[src/rtl/texture_pkg.sv]
// Shared asset enumeration, image geometry and SDRAM layout for the texture loader.
package texture_pkg;

    typedef enum logic [1:0] {
        BIRD = 2'd0,
        PIPE = 2'd1,
        BASE = 2'd2
    } asset_e;

    localparam int unsigned SDRAM_AW = 24;
    localparam int unsigned LEN_W    = 9;
    localparam int unsigned OFFSET_W = 16;

    localparam int unsigned BIRD_WORDS = 5250;
    localparam int unsigned PIPE_WORDS = 40000;
    localparam int unsigned BASE_WORDS = 9600;

    localparam logic [SDRAM_AW-1:0] BIRD_SDRAM_ADDR = 24'h200000;
    localparam logic [SDRAM_AW-1:0] PIPE_SDRAM_ADDR = 24'h202000;
    localparam logic [SDRAM_AW-1:0] BASE_SDRAM_ADDR = 24'h20C000;

    // Must stay within 1..256 so a length always fits LEN_W bits.
    localparam int unsigned BURST_LEN = 256;

    function automatic asset_e next_asset(input asset_e a);
        case (a)
            BIRD:    return PIPE;
            default: return BASE;
        endcase
    endfunction

endpackage

[src/rtl/burst_splitter.sv]
// Cuts an asset into bursts of at most BurstLen words and keeps the running word offset.
module burst_splitter
    import texture_pkg::*;
#(
    parameter int unsigned BurstLen = BURST_LEN
) (
    input  logic                clk_i,
    input  logic                rst_i,
    input  logic [OFFSET_W-1:0] words_i,
    input  logic                clear_i,
    input  logic                advance_i,
    output logic [OFFSET_W-1:0] offset_o,
    output logic [LEN_W-1:0]    len_o,
    output logic                last_o
);

    logic [OFFSET_W-1:0] offset_d, offset_q;
    logic [OFFSET_W-1:0] remain;

    always_comb begin
        remain   = words_i - offset_q;
        last_o   = (remain <= OFFSET_W'(BurstLen));
        len_o    = last_o ? remain[LEN_W-1:0] : LEN_W'(BurstLen);
        offset_d = offset_q;
        if (clear_i) begin
            offset_d = '0;
        end else if (advance_i) begin
            offset_d = offset_q + OFFSET_W'(len_o);
        end
    end

    always_ff @(posedge clk_i or posedge rst_i) begin
        if (rst_i) begin
            offset_q <= '0;
        end else begin
            offset_q <= offset_d;
        end
    end

    assign offset_o = offset_q;

endmodule

[src/rtl/texture_load_ctrl.sv]
// Texture loader: streams bird, pipe and base images from SDRAM into the renderer's texture RAMs.
// Define TEXTURE_LOAD_CHECKSUM_EN to add per-asset modulo-2^16 word sums.
module texture_load_ctrl
    import texture_pkg::*;
(
    input  logic        clk,
    input  logic        rst,
    input  logic        start,
    output logic        req_valid,
    input  logic        req_ready,
    output logic [23:0] req_addr,
    output logic [8:0]  req_len,
    input  logic        rd_valid,
    input  logic [15:0] rd_data,
    output logic [15:0] load_data,
    output logic        bird_load_en,
    output logic [12:0] bird_load_addr,
    output logic        pipe_load_en,
    output logic [15:0] pipe_load_addr,
    output logic        base_load_en,
    output logic [13:0] base_load_addr,
    output logic        busy,
    output logic        done
`ifdef TEXTURE_LOAD_CHECKSUM_EN
    ,
    output logic [15:0] bird_sum,
    output logic [15:0] pipe_sum,
    output logic [15:0] base_sum
`endif
);

    localparam logic [1:0] StIdle = 2'd0;
    localparam logic [1:0] StReq  = 2'd1;
    localparam logic [1:0] StRecv = 2'd2;
    localparam logic [1:0] StDone = 2'd3;

    logic [1:0]          state_d, state_q;
    asset_e              asset_d, asset_q;
    logic [LEN_W-1:0]    burst_cnt_d, burst_cnt_q;
    logic [LEN_W-1:0]    pos_d, pos_q;
    logic                wr_en_d, wr_en_q;
    asset_e              wr_asset_d, wr_asset_q;
    logic [OFFSET_W-1:0] wr_addr_d, wr_addr_q;
    logic [15:0]         load_data_d, load_data_q;
    logic                busy_d, busy_q;
    logic                done_d, done_q;

    logic [OFFSET_W-1:0] words;
    logic [OFFSET_W-1:0] offset;
    logic [SDRAM_AW-1:0] base_addr;
    logic [LEN_W-1:0]    burst_len;
    logic                burst_last;
    logic                off_clear, off_advance;
    logic                start_ok;

    always_comb begin
        case (asset_q)
            PIPE: begin
                words     = OFFSET_W'(PIPE_WORDS);
                base_addr = PIPE_SDRAM_ADDR;
            end
            BASE: begin
                words     = OFFSET_W'(BASE_WORDS);
                base_addr = BASE_SDRAM_ADDR;
            end
            default: begin
                words     = OFFSET_W'(BIRD_WORDS);
                base_addr = BIRD_SDRAM_ADDR;
            end
        endcase
    end

    burst_splitter #(
        .BurstLen (BURST_LEN)
    ) u_splitter (
        .clk_i     (clk),
        .rst_i     (rst),
        .words_i   (words),
        .clear_i   (off_clear),
        .advance_i (off_advance),
        .offset_o  (offset),
        .len_o     (burst_len),
        .last_o    (burst_last)
    );

    assign start_ok = start && ((state_q == StIdle) || (state_q == StDone));

    always_comb begin
        state_d     = state_q;
        asset_d     = asset_q;
        burst_cnt_d = burst_cnt_q;
        pos_d       = pos_q;
        wr_en_d     = 1'b0;
        wr_asset_d  = wr_asset_q;
        wr_addr_d   = wr_addr_q;
        load_data_d = load_data_q;
        busy_d      = busy_q;
        done_d      = done_q;
        off_clear   = 1'b0;
        off_advance = 1'b0;

        case (state_q)
            StIdle, StDone: begin
                if (start_ok) begin
                    asset_d   = BIRD;
                    off_clear = 1'b1;
                    done_d    = 1'b0;
                    busy_d    = 1'b1;
                    state_d   = StReq;
                end
            end
            StReq: begin
                if (req_ready) begin
                    burst_cnt_d = burst_len;
                    pos_d       = '0;
                    state_d     = StRecv;
                end
            end
            StRecv: begin
                if (rd_valid) begin
                    wr_en_d     = 1'b1;
                    wr_asset_d  = asset_q;
                    wr_addr_d   = offset + OFFSET_W'(pos_q);
                    load_data_d = rd_data;
                    pos_d       = pos_q + LEN_W'(1);
                    burst_cnt_d = burst_cnt_q - LEN_W'(1);
                    if (burst_cnt_q == LEN_W'(1)) begin
                        if (!burst_last) begin
                            off_advance = 1'b1;
                            state_d     = StReq;
                        end else if (asset_q != BASE) begin
                            asset_d   = next_asset(asset_q);
                            off_clear = 1'b1;
                            state_d   = StReq;
                        end else begin
                            busy_d  = 1'b0;
                            done_d  = 1'b1;
                            state_d = StDone;
                        end
                    end
                end
            end
            default: state_d = StIdle;
        endcase
    end

    always_ff @(posedge clk or posedge rst) begin
        if (rst) begin
            state_q     <= StIdle;
            asset_q     <= BIRD;
            burst_cnt_q <= '0;
            pos_q       <= '0;
            wr_en_q     <= 1'b0;
            wr_asset_q  <= BIRD;
            wr_addr_q   <= '0;
            load_data_q <= '0;
            busy_q      <= 1'b0;
            done_q      <= 1'b0;
        end else begin
            state_q     <= state_d;
            asset_q     <= asset_d;
            burst_cnt_q <= burst_cnt_d;
            pos_q       <= pos_d;
            wr_en_q     <= wr_en_d;
            wr_asset_q  <= wr_asset_d;
            wr_addr_q   <= wr_addr_d;
            load_data_q <= load_data_d;
            busy_q      <= busy_d;
            done_q      <= done_d;
        end
    end

    // Request fields read as zero outside REQ so idle outputs stay quiet.
    assign req_valid      = (state_q == StReq);
    assign req_addr       = req_valid ? (base_addr + SDRAM_AW'(offset)) : '0;
    assign req_len        = req_valid ? burst_len : '0;
    assign load_data      = load_data_q;
    assign bird_load_en   = wr_en_q && (wr_asset_q == BIRD);
    assign pipe_load_en   = wr_en_q && (wr_asset_q == PIPE);
    assign base_load_en   = wr_en_q && (wr_asset_q == BASE);
    assign bird_load_addr = wr_addr_q[12:0];
    assign pipe_load_addr = wr_addr_q;
    assign base_load_addr = wr_addr_q[13:0];
    assign busy           = busy_q;
    assign done           = done_q;

`ifdef TEXTURE_LOAD_CHECKSUM_EN
    logic [15:0] bird_sum_d, bird_sum_q;
    logic [15:0] pipe_sum_d, pipe_sum_q;
    logic [15:0] base_sum_d, base_sum_q;

    // Summed at capture time so the totals are final by the time done rises.
    always_comb begin
        bird_sum_d = bird_sum_q;
        pipe_sum_d = pipe_sum_q;
        base_sum_d = base_sum_q;
        if (start_ok) begin
            bird_sum_d = '0;
            pipe_sum_d = '0;
            base_sum_d = '0;
        end else if ((state_q == StRecv) && rd_valid) begin
            case (asset_q)
                PIPE:    pipe_sum_d = pipe_sum_q + rd_data;
                BASE:    base_sum_d = base_sum_q + rd_data;
                default: bird_sum_d = bird_sum_q + rd_data;
            endcase
        end
    end

    always_ff @(posedge clk or posedge rst) begin
        if (rst) begin
            bird_sum_q <= '0;
            pipe_sum_q <= '0;
            base_sum_q <= '0;
        end else begin
            bird_sum_q <= bird_sum_d;
            pipe_sum_q <= pipe_sum_d;
            base_sum_q <= base_sum_d;
        end
    end

    assign bird_sum = bird_sum_q;
    assign pipe_sum = pipe_sum_q;
    assign base_sum = base_sum_q;
`endif

endmodule

[config.mk]
export PLATFORM = sky130hd
export DESIGN_NAME = texture_load_ctrl
export DESIGN_NICKNAME = d
export VERILOG_FILES = /design/src/rtl/texture_pkg.sv /design/src/rtl/burst_splitter.sv /design/src/rtl/texture_load_ctrl.sv
export SDC_FILE = /design/constraint.sdc
export NUM_CORES = 1
export LEC_CHECK = 0
export CORE_MARGIN = 2
export CORE_UTILIZATION = 53
export CTS_CLUSTER_DIAMETER = 40
export DETAILED_ROUTE_END_ITERATION = 8
export PLACE_DENSITY_LB_ADDON = 0.05
export SKIP_CTS_REPAIR_TIMING = 1
export SYNTH_ARGS = -nofsm -noshare
export SYNTH_HDL_FRONTEND = slang
export SYNTH_HIERARCHICAL = 1
export SYNTH_SLANG_ARGS = --single-unit
[constraint.sdc]
create_clock -name clk -period 6.7 [get_ports clk]
set_clock_uncertainty 0.05 [all_clocks]
set_input_delay 1.34 -clock clk [delete_from_list [all_inputs] [get_ports clk]]
set_output_delay 1.34 -clock clk [all_outputs]
set_load 0.03 [all_outputs]
==> results summary, run 1 <==
The average instance area after synthesis came out at 8.54 um2. The H-tree generated during clock tree synthesis spans 3 levels. The highest clock rate is 0.160 GHz. The I/O pin count came out at 119.

The worst pin sits at a relative slew slack of 31.9%. The summed negative setup slack over all endpoints is 0 ps. The total count of hold-check failures in the final report is 0.

The endpoint type of the worst setup path is an output port. Sorting the synthesized cells by how often they occur yields 75 x sky130_fd_sc_hd__dfrtp_1, 55 x sky130_fd_sc_hd__nand2_1, 52 x sky130_fd_sc_hd__o21ai_0, 50 x sky130_fd_sc_hd__inv_1. The TritonCTS clock tree is built.

Setup repair after global routing left no endpoint under its margin. The portion of the clock cycle consumed by the worst path in the final layout is 93.4%. The count of buffers added on input and output ports is 112. The tightest min-delay check is of the reg -> reg type. The internal power consumption came out at 1.16 mW. Traced cell by cell, the critical path runs through inv_1 > ha_1 > inv_1 > inv_1 > fa_1 > nor2b_1 > o221ai_1 > a211oi_2 > o221a_2 > o2111ai_1 > or4b_4 > inv_1 > and3_1 > and2_1 > clkdlybuf4s50_1.

Final hold analysis gives a worst-case slack of 437 ps. Setup violations remaining at the end of the flow were counted as 0. The number of sinks on the clock net is 75.

The detailed-route vias per instance is 5.73. The first global-routing pass estimated 25400 um of wire. The run finished with clean final reports. Net switching is 39.9% of the power. The post-synthesis sequential area ratio is 31.2%. The count of routing violations after the opening detailed-route iteration is 331.

The count of yosys warnings during synthesis came out at 6. The finished layout cell area came out at 7340 um2. The worst setup path is launched from a register. The die height is 110 um.

The aggregate global-route resource usage is 25.0%. The end-of-flow core utilization is 67.1%. In this run, flip-flops and latches consume 32.6% of the power.

The data required time at the worst endpoint came out at 5310 ps. The fraction of final layout cells with drive strength greater than 1 came out at 6.83%. The core region area is 10900 um2. The die outline width is 110 um. The clock latency of the later-clocked register in the worst-skew pair is 340 ps. The layout has 934 filler cells. sky130_fd_sc_hd__dfrtp_1 takes more of the synthesized area than any other cell. For this run, the leading register cell type out of synthesis is sky130_fd_sc_hd__dfrtp_1. The count of state elements after synthesis is 75.

Grouping stages by cell kind, the critical path spends the most delay in buffers and inverters. The total chip power came out at 1.93 mW. The via count of the routed design is 5334.

The final antenna-violating net count came out at 0. The number of max-capacitance violations reported is 0. The detailed-routing iteration count for the pre-antenna-repair pass is 6. The final critical delay including setup and external delays came out at 6260 ps.

Counting stages on the worst path, the most repeated cell is sky130_fd_sc_hd__inv_1. The number of flops mapped to enable cells by yosys came out at 0. The clock network fraction of total power is 25.1%. The fraction of synthesis flops using an asynchronous set or reset pin is 100%. The switching power summed over all nets is 772 uW. The total detailed-routing wirelength came out at 15100 um. The kind of critical path is reg -> out. The number of placement rows is 38. The number of nets in the layout came out at 856.

The measured slew at the worst slew-check pin came out at 1010 ps. The number of buffer and inverter instances along the worst setup path came out at 5. The number of library cell types mapped by synthesis came out at 74. The total overflow reported by the global router came out at 0. The synthesis-to-layout area growth is 22.1%. The floorplan step defined a die boundary enclosing 12200 um2. The slowest stage of the critical path is the sky130_fd_sc_hd__clkdlybuf4s50_1 cell. At the end of routability-driven placement, the weighted congestion stood at 0.918.

The mapped netlist covers 6010 um2. In the final routed layout, each cell accounts on average for 16.2 um. The via count of the first global-routing pass came to 5233. Ranked by total cell area, the synthesized netlist is headed by sky130_fd_sc_hd__dfrtp_1 31%, sky130_fd_sc_hd__ha_1 9.4%, sky130_fd_sc_hd__o21ai_0 4.3%, sky130_fd_sc_hd__buf_4 4.2%, sky130_fd_sc_hd__a21oi_1 3.9%. The share of total power dissipated in combinational logic is 42.3%. In this run the worst path has a maximum fanout of 12. The static power due to leakage came out at 3.15 nW. The number of pins with negative max-slew slack in the final report came to 0. The post-CTS clock slew at the launch and capture registers of the worst setup and hold paths is 60 ps. In this run the power density over the cells is 263 nW/um2.

Entering global routing, the biggest net connects 60 pins. The root buffer selected by CTS is sky130_fd_sc_hd__clkbuf_16. The total CTS buffers came out at 9. The top-area cell type share of the netlist area came out at 31.2%.

The peak supply drop is 0.000304 V. STA puts the critical path data arrival time at 4870 ps. The initial core utilization came out at 55.0%.

Once placement finished, the instance area stood at 7040 um2. The maximum single-stage delay on the critical path came out at 660 ps. The number of buffers on the longest clock path is 2. The post-synthesis instance total is 704. The detailed placer's ending HPWL came out at 11600 um. The number of antenna violations at the first check in global routing is 0.

The number of diodes added for antenna fixing is 0. In the routed design, unresolved DRC markers number 0. Among all cell types in the netlist, the one instantiated most often is sky130_fd_sc_hd__dfrtp_1.
## routing by layer
metal  wire length (um)  GRT usage [%]  up-vias
met5                  0              0        -
met3                726           4.06       24
met4                359           10.3        0
met2               7030           40.6      165
met1               6940           33.3     2518
li1                   -              -     2627
## power by group through the flow
stage / clock (mW) / sequential [mW] / combinational (mW)
finish: 0.486 / 0.631 / 0.817
global route: 0.511 / 0.645 / 0.883
CTS: 0.493 / 0.631 / 0.822
detailed placement: 0 / 0.640 / 0.820
global placement: 0 / 0.631 / 0.796
floorplan: 0 / 0.732 / 0.468
## cells in the final DEF, fill, tap and decap left out, drive strengths merged, types with 10 or more instances in the layout
cell / Yosys / routed
nand2: 55 / 55
conb: 2 / 15
dfrtp: 75 / 75
a21oi: 47 / 47
nand3: 22 / 22
ha: 45 / 45
xnor2: 14 / 14
nor2: 48 / 48
mux2: 17 / 17
o211ai: 11 / 11
nand2b: 10 / 10
and2: 28 / 28
xor2: 11 / 11
clkdlybuf4s50: 0 / 112
inv: 50 / 52
nor3: 12 / 12
o21ai: 53 / 53
a21o: 10 / 10
## area by class of cell
class                           count  area (um2)  area share [%]
Clock inverter                      7        75.1            1.02
Sequential cell                    75        1880            25.6
Inverter                           50         188            2.56
Timing Repair Buffer              118        1170            15.9
Multi-Input combinational cell    532        3630            49.5
Tap cell                          140         175            2.39
Clock buffer                        9         225            3.07
## registers in the layout, summed over array words and instances, names as in the netlist
name,count
pipe_load_addr,16
wr_en_q,1
busy,1
load_data,16
done,1
pos_q,9
burst_cnt_q,9
state_q,2
wr_asset_q,2
asset_q,2
u_splitter/offset_o,16
## kinds of logic (layout without fill, tap and decap cells)
family          after synthesis  after routing  share of synthesized area [%]
simple gates                228            228                           19.8
mux                          23             23                           4.18
flops                        75             75                           31.2
buf+inv                     110            184                           9.14
fa+ha+maj                    49             49                           10.7
other cells                   2             15                          0.125
compound gates              192            192                           21.2
xor+xnor                     25             25                           3.64
## path summary, 6_finish.rpt
check	cells past startpoint	start	endpoint	slack, ps
min	2	pipe_load_addr[14]	pipe_load_addr[14]	440
max reg2reg	22	asset_q[1]	u_splitter/offset_o[12]	1250
max in group asynchronous	3	rst	asset_q[1]	4570
min in group asynchronous	2	rst	u_splitter/offset_o[14]	1380
min reg2reg	2	pipe_load_addr[14]	pipe_load_addr[14]	440
max	15	asset_q[1]	req_len[5]	440
## tightest hold or removal path: stages, from the launching register on
cell and delay [ps]:
sky130_fd_sc_hd__dfrtp_1 350, sky130_fd_sc_hd__nand2_1 50, sky130_fd_sc_hd__o21ai_0 60
## through the flow
| step | instances | worst slack (ps) |
|---|---|---|
| 6_report | 931 | 439 |
| 5_1_grt | 931 | 249 |
| 4_1_cts | 931 | 489 |
| 3_5_place_dp | 915 | 872 |
| 3_3_place_gp | 915 | 992 |
| 2_1_floorplan | 717 | 1660 |
Note: power is estimated with default switching activity, not from simulation.
==> inputs of run 2 (changes only) <==
Settings changed: CORE_MARGIN 2 to 1.5, SKIP_LAST_GASP set to 1.
==> run 2 against run 1 <==
  * Die area down 1.8%
  * Via count down 0.28%
  * Final cell count unchanged
  * Wire length down 3.6%
  * Largest cell class unchanged
==> results summary, run 2 (synthesized netlist as in run 1, its figures left out) <==
The first-pass GRT wire length is 23700 um (-6.5%). The worst setup path is of the reg -> out kind. Setup repair after global routing left no endpoint under its margin. The flow ran to the end, and the final reports show no timing, DRC or antenna violations. The combinational share of power is 40.9% (-1.4 points).

The end-of-flow core utilization came out at 67.4% (+0.30 points). The worst hold slack across all endpoints came out at 441 ps (+3.21 ps). The fraction of final layout cells with drive strength greater than 1 is 6.83% (unchanged). The number of H-tree levels was 3 (unchanged).

The cell area power density came out at 268 nW/um2 (+1.7%). The aggregate global-route resource usage is 25.2% (+0.19 points). The number of diodes added for antenna fixing came to 0 (unchanged).

The arrival time of data at the critical path endpoint is 4830 ps (-40 ps). The most frequent standard cell in the layout excluding fill and tap cells is sky130_fd_sc_hd__clkdlybuf4s50_1. The weighted congestion at the end of routability-driven global placement is 0.945 (+2.9%).

The sequential fraction of design power came out at 31.8% (-0.8 points). The data required time at the worst endpoint came to 5310 ps (about the same). The total count of hold-check failures in the final report came out at 0 (unchanged).

The final antenna-violating net count came to 0 (unchanged). The number of antenna violations at the first check in global routing was 0 (unchanged). The highest clock rate came out at 0.161 GHz (+0.68%). The number of sinks on the clock net is 75 (unchanged). The worst setup path is captured at an output port. The die height came out at 109 um (-0.91%). The internal power consumption came to 1.21 mW (+4.1%).

The post-CTS clock slew at the launch and capture registers of the worst setup and hold paths is 60 ps (about the same). The measured slew at the worst slew-check pin came to 1050 ps (+35.2 ps). The peak supply drop came out at 0.000274 V (-9.9%). The type of the most critical hold path is reg -> reg. The synthesis-to-layout area growth came out at 22.6%. The total chip power is 1.98 mW (+2.2%). The detailed-route vias per instance is 5.71 (-0.28%).

The clock latency of the later-clocked register in the worst-skew pair came out at 350 ps (about the same). The I/O pin count came out at 119 (unchanged). TritonCTS built the clock tree. The portion of the clock cycle consumed by the worst path in the final layout came out at 92.8% (-0.63 points). The full die area came out at 12000 um2 (-1.8%). The kind of start point of the critical path is a register. The net switching share of the total power is 38.8% (-1.1 points). The via count of the first global-routing pass is 4826 (-7.8%).

The final critical delay including setup and external delays came to 6220 ps (-42.0 ps). The total detailed-routing wirelength came out at 14500 um (-3.6%). The number of max-capacitance violations reported came out at 0 (unchanged). The DRC violation count after routing came out at 0 (unchanged). The detailed placer's ending HPWL is 11100 um (-4.3%). The summed negative setup slack over all endpoints came to 0 ps (unchanged). The pin count of the biggest net entering global routing came out at 60 (unchanged). Leaving out fill and tap cells, the most frequent cells in the layout are 112 x sky130_fd_sc_hd__clkdlybuf4s50_1, 75 x sky130_fd_sc_hd__dfrtp_1, 55 x sky130_fd_sc_hd__nand2_1.

The number of setup violations in the final report is 0 (unchanged). The detailed-routing iteration count for the pre-antenna-repair pass is 5 (-1). The pre-CTS worst setup slack came out at 880 ps (+8.36 ps). The number of buffers on the longest clock path came to 2 (unchanged).

In this run the clock root is driven by a sky130_fd_sc_hd__clkbuf_16. The highest fanout seen on the critical path is 12 (unchanged). The clock network fraction of total power came to 27.2% (+2.1 points).

The via count of the routed design came out at 5319 (-0.28%). The number of nets in the layout came to 856 (unchanged). The average wire length per cell after detail routing is 15.6 um (-3.6%). The port buffer count is 112 (unchanged). The switching power summed over all nets came out at 767 uW (-0.71%). The total overflow reported by the global router came out at 0 (unchanged). The initial core utilization is 55.0% (unchanged). The worst slew margin relative to its limit came to 29.6% (-2.4 points). The final critical-path setup slack is 481 ps (+42.0 ps). The total CTS buffers is 9 (unchanged). The die outline width was 109 um (-0.91%). The number of pins with negative max-slew slack in the final report came to 0 (unchanged). The core region area is 10900 um2 (unchanged).

The count of routing violations after the opening detailed-route iteration came out at 362 (+9.4%). The static power due to leakage is 3.16 nW (+0.30%). The number of placement rows is 38 (unchanged).
## run 2: cell types whose count changed in the layout (fill, tap and decap cells not counted)
cell | before | now
sky130_fd_sc_hd__bufinv_16 | 1 | 2
sky130_fd_sc_hd__clkbuf_8 | 0 | 1
sky130_fd_sc_hd__clkinv_2 | 2 | 0
sky130_fd_sc_hd__clkinv_4 | 2 | 1
sky130_fd_sc_hd__clkinvlp_4 | 0 | 1
## run 2: per-layer routing
layer / vias to the layer above / global-route usage [%] / wire (um)
met3: 24 / 4.03 / 767
li1: 2630 / - / -
met2: 176 / 40.4 / 6710
met1: 2489 / 34.1 / 6700
met5: - / 0 / 0
met4: 0 / 9.74 / 340
## run 2: power groups by stage
stage / Sequential [mW] / Clock (mW) / Combinational, mW
after detailed placement: 0.638 / 0 / 0.808
after CTS: 0.630 / 0.543 / 0.812
after global placement: 0.631 / 0 / 0.795
after floorplan: 0.732 / 0 / 0.468
after global routing: 0.643 / 0.561 / 0.880
final: 0.629 / 0.538 / 0.809
## run 2: worst max-delay path, stage by stage (launching register included)
cell	delay, ps
sky130_fd_sc_hd__dfrtp_1	400
sky130_fd_sc_hd__inv_1	150
sky130_fd_sc_hd__ha_1	260
sky130_fd_sc_hd__inv_1	80
sky130_fd_sc_hd__inv_1	60
sky130_fd_sc_hd__fa_1	450
sky130_fd_sc_hd__nor2b_1	170
sky130_fd_sc_hd__o221ai_1	230
sky130_fd_sc_hd__a211oi_2	350
sky130_fd_sc_hd__o221a_2	240
sky130_fd_sc_hd__o2111ai_1	150
sky130_fd_sc_hd__or4b_4	640
sky130_fd_sc_hd__inv_1	250
sky130_fd_sc_hd__and3_1	250
sky130_fd_sc_hd__and2_1	140
sky130_fd_sc_hd__clkdlybuf4s50_1	670
## run 2: stage by stage
step           std cells  cell area, um2
6_report             931            7370
5_1_grt              931            7370
4_1_cts              931            7370
3_5_place_dp         915            7040
3_3_place_gp         915            7040
2_1_floorplan        717            6060
## run 2: worst paths after layout
check	start	endpoint	slack, ps	cells past startpoint
setup / recovery	asset_q[1]	req_len[5]	480	15
hold / removal	pipe_load_addr[14]	pipe_load_addr[14]	440	2
setup reg to reg	asset_q[1]	u_splitter/offset_o[12]	1270	22
hold reg to reg	pipe_load_addr[14]	pipe_load_addr[14]	440	2
max in group asynchronous	rst	asset_q[0]	4580	3
min in group asynchronous	rst	u_splitter/offset_o[3]	1370	2
## run 2: layout make-up
type                       count  area (um2)
tap                          140         175
sequential                    75        1880
multi-input combinational    532        3630
fill                         923        3560
timing repair buffer         118        1170
clock buffer                  10         239
inverter                      50         188
clock inverter                 6        93.8
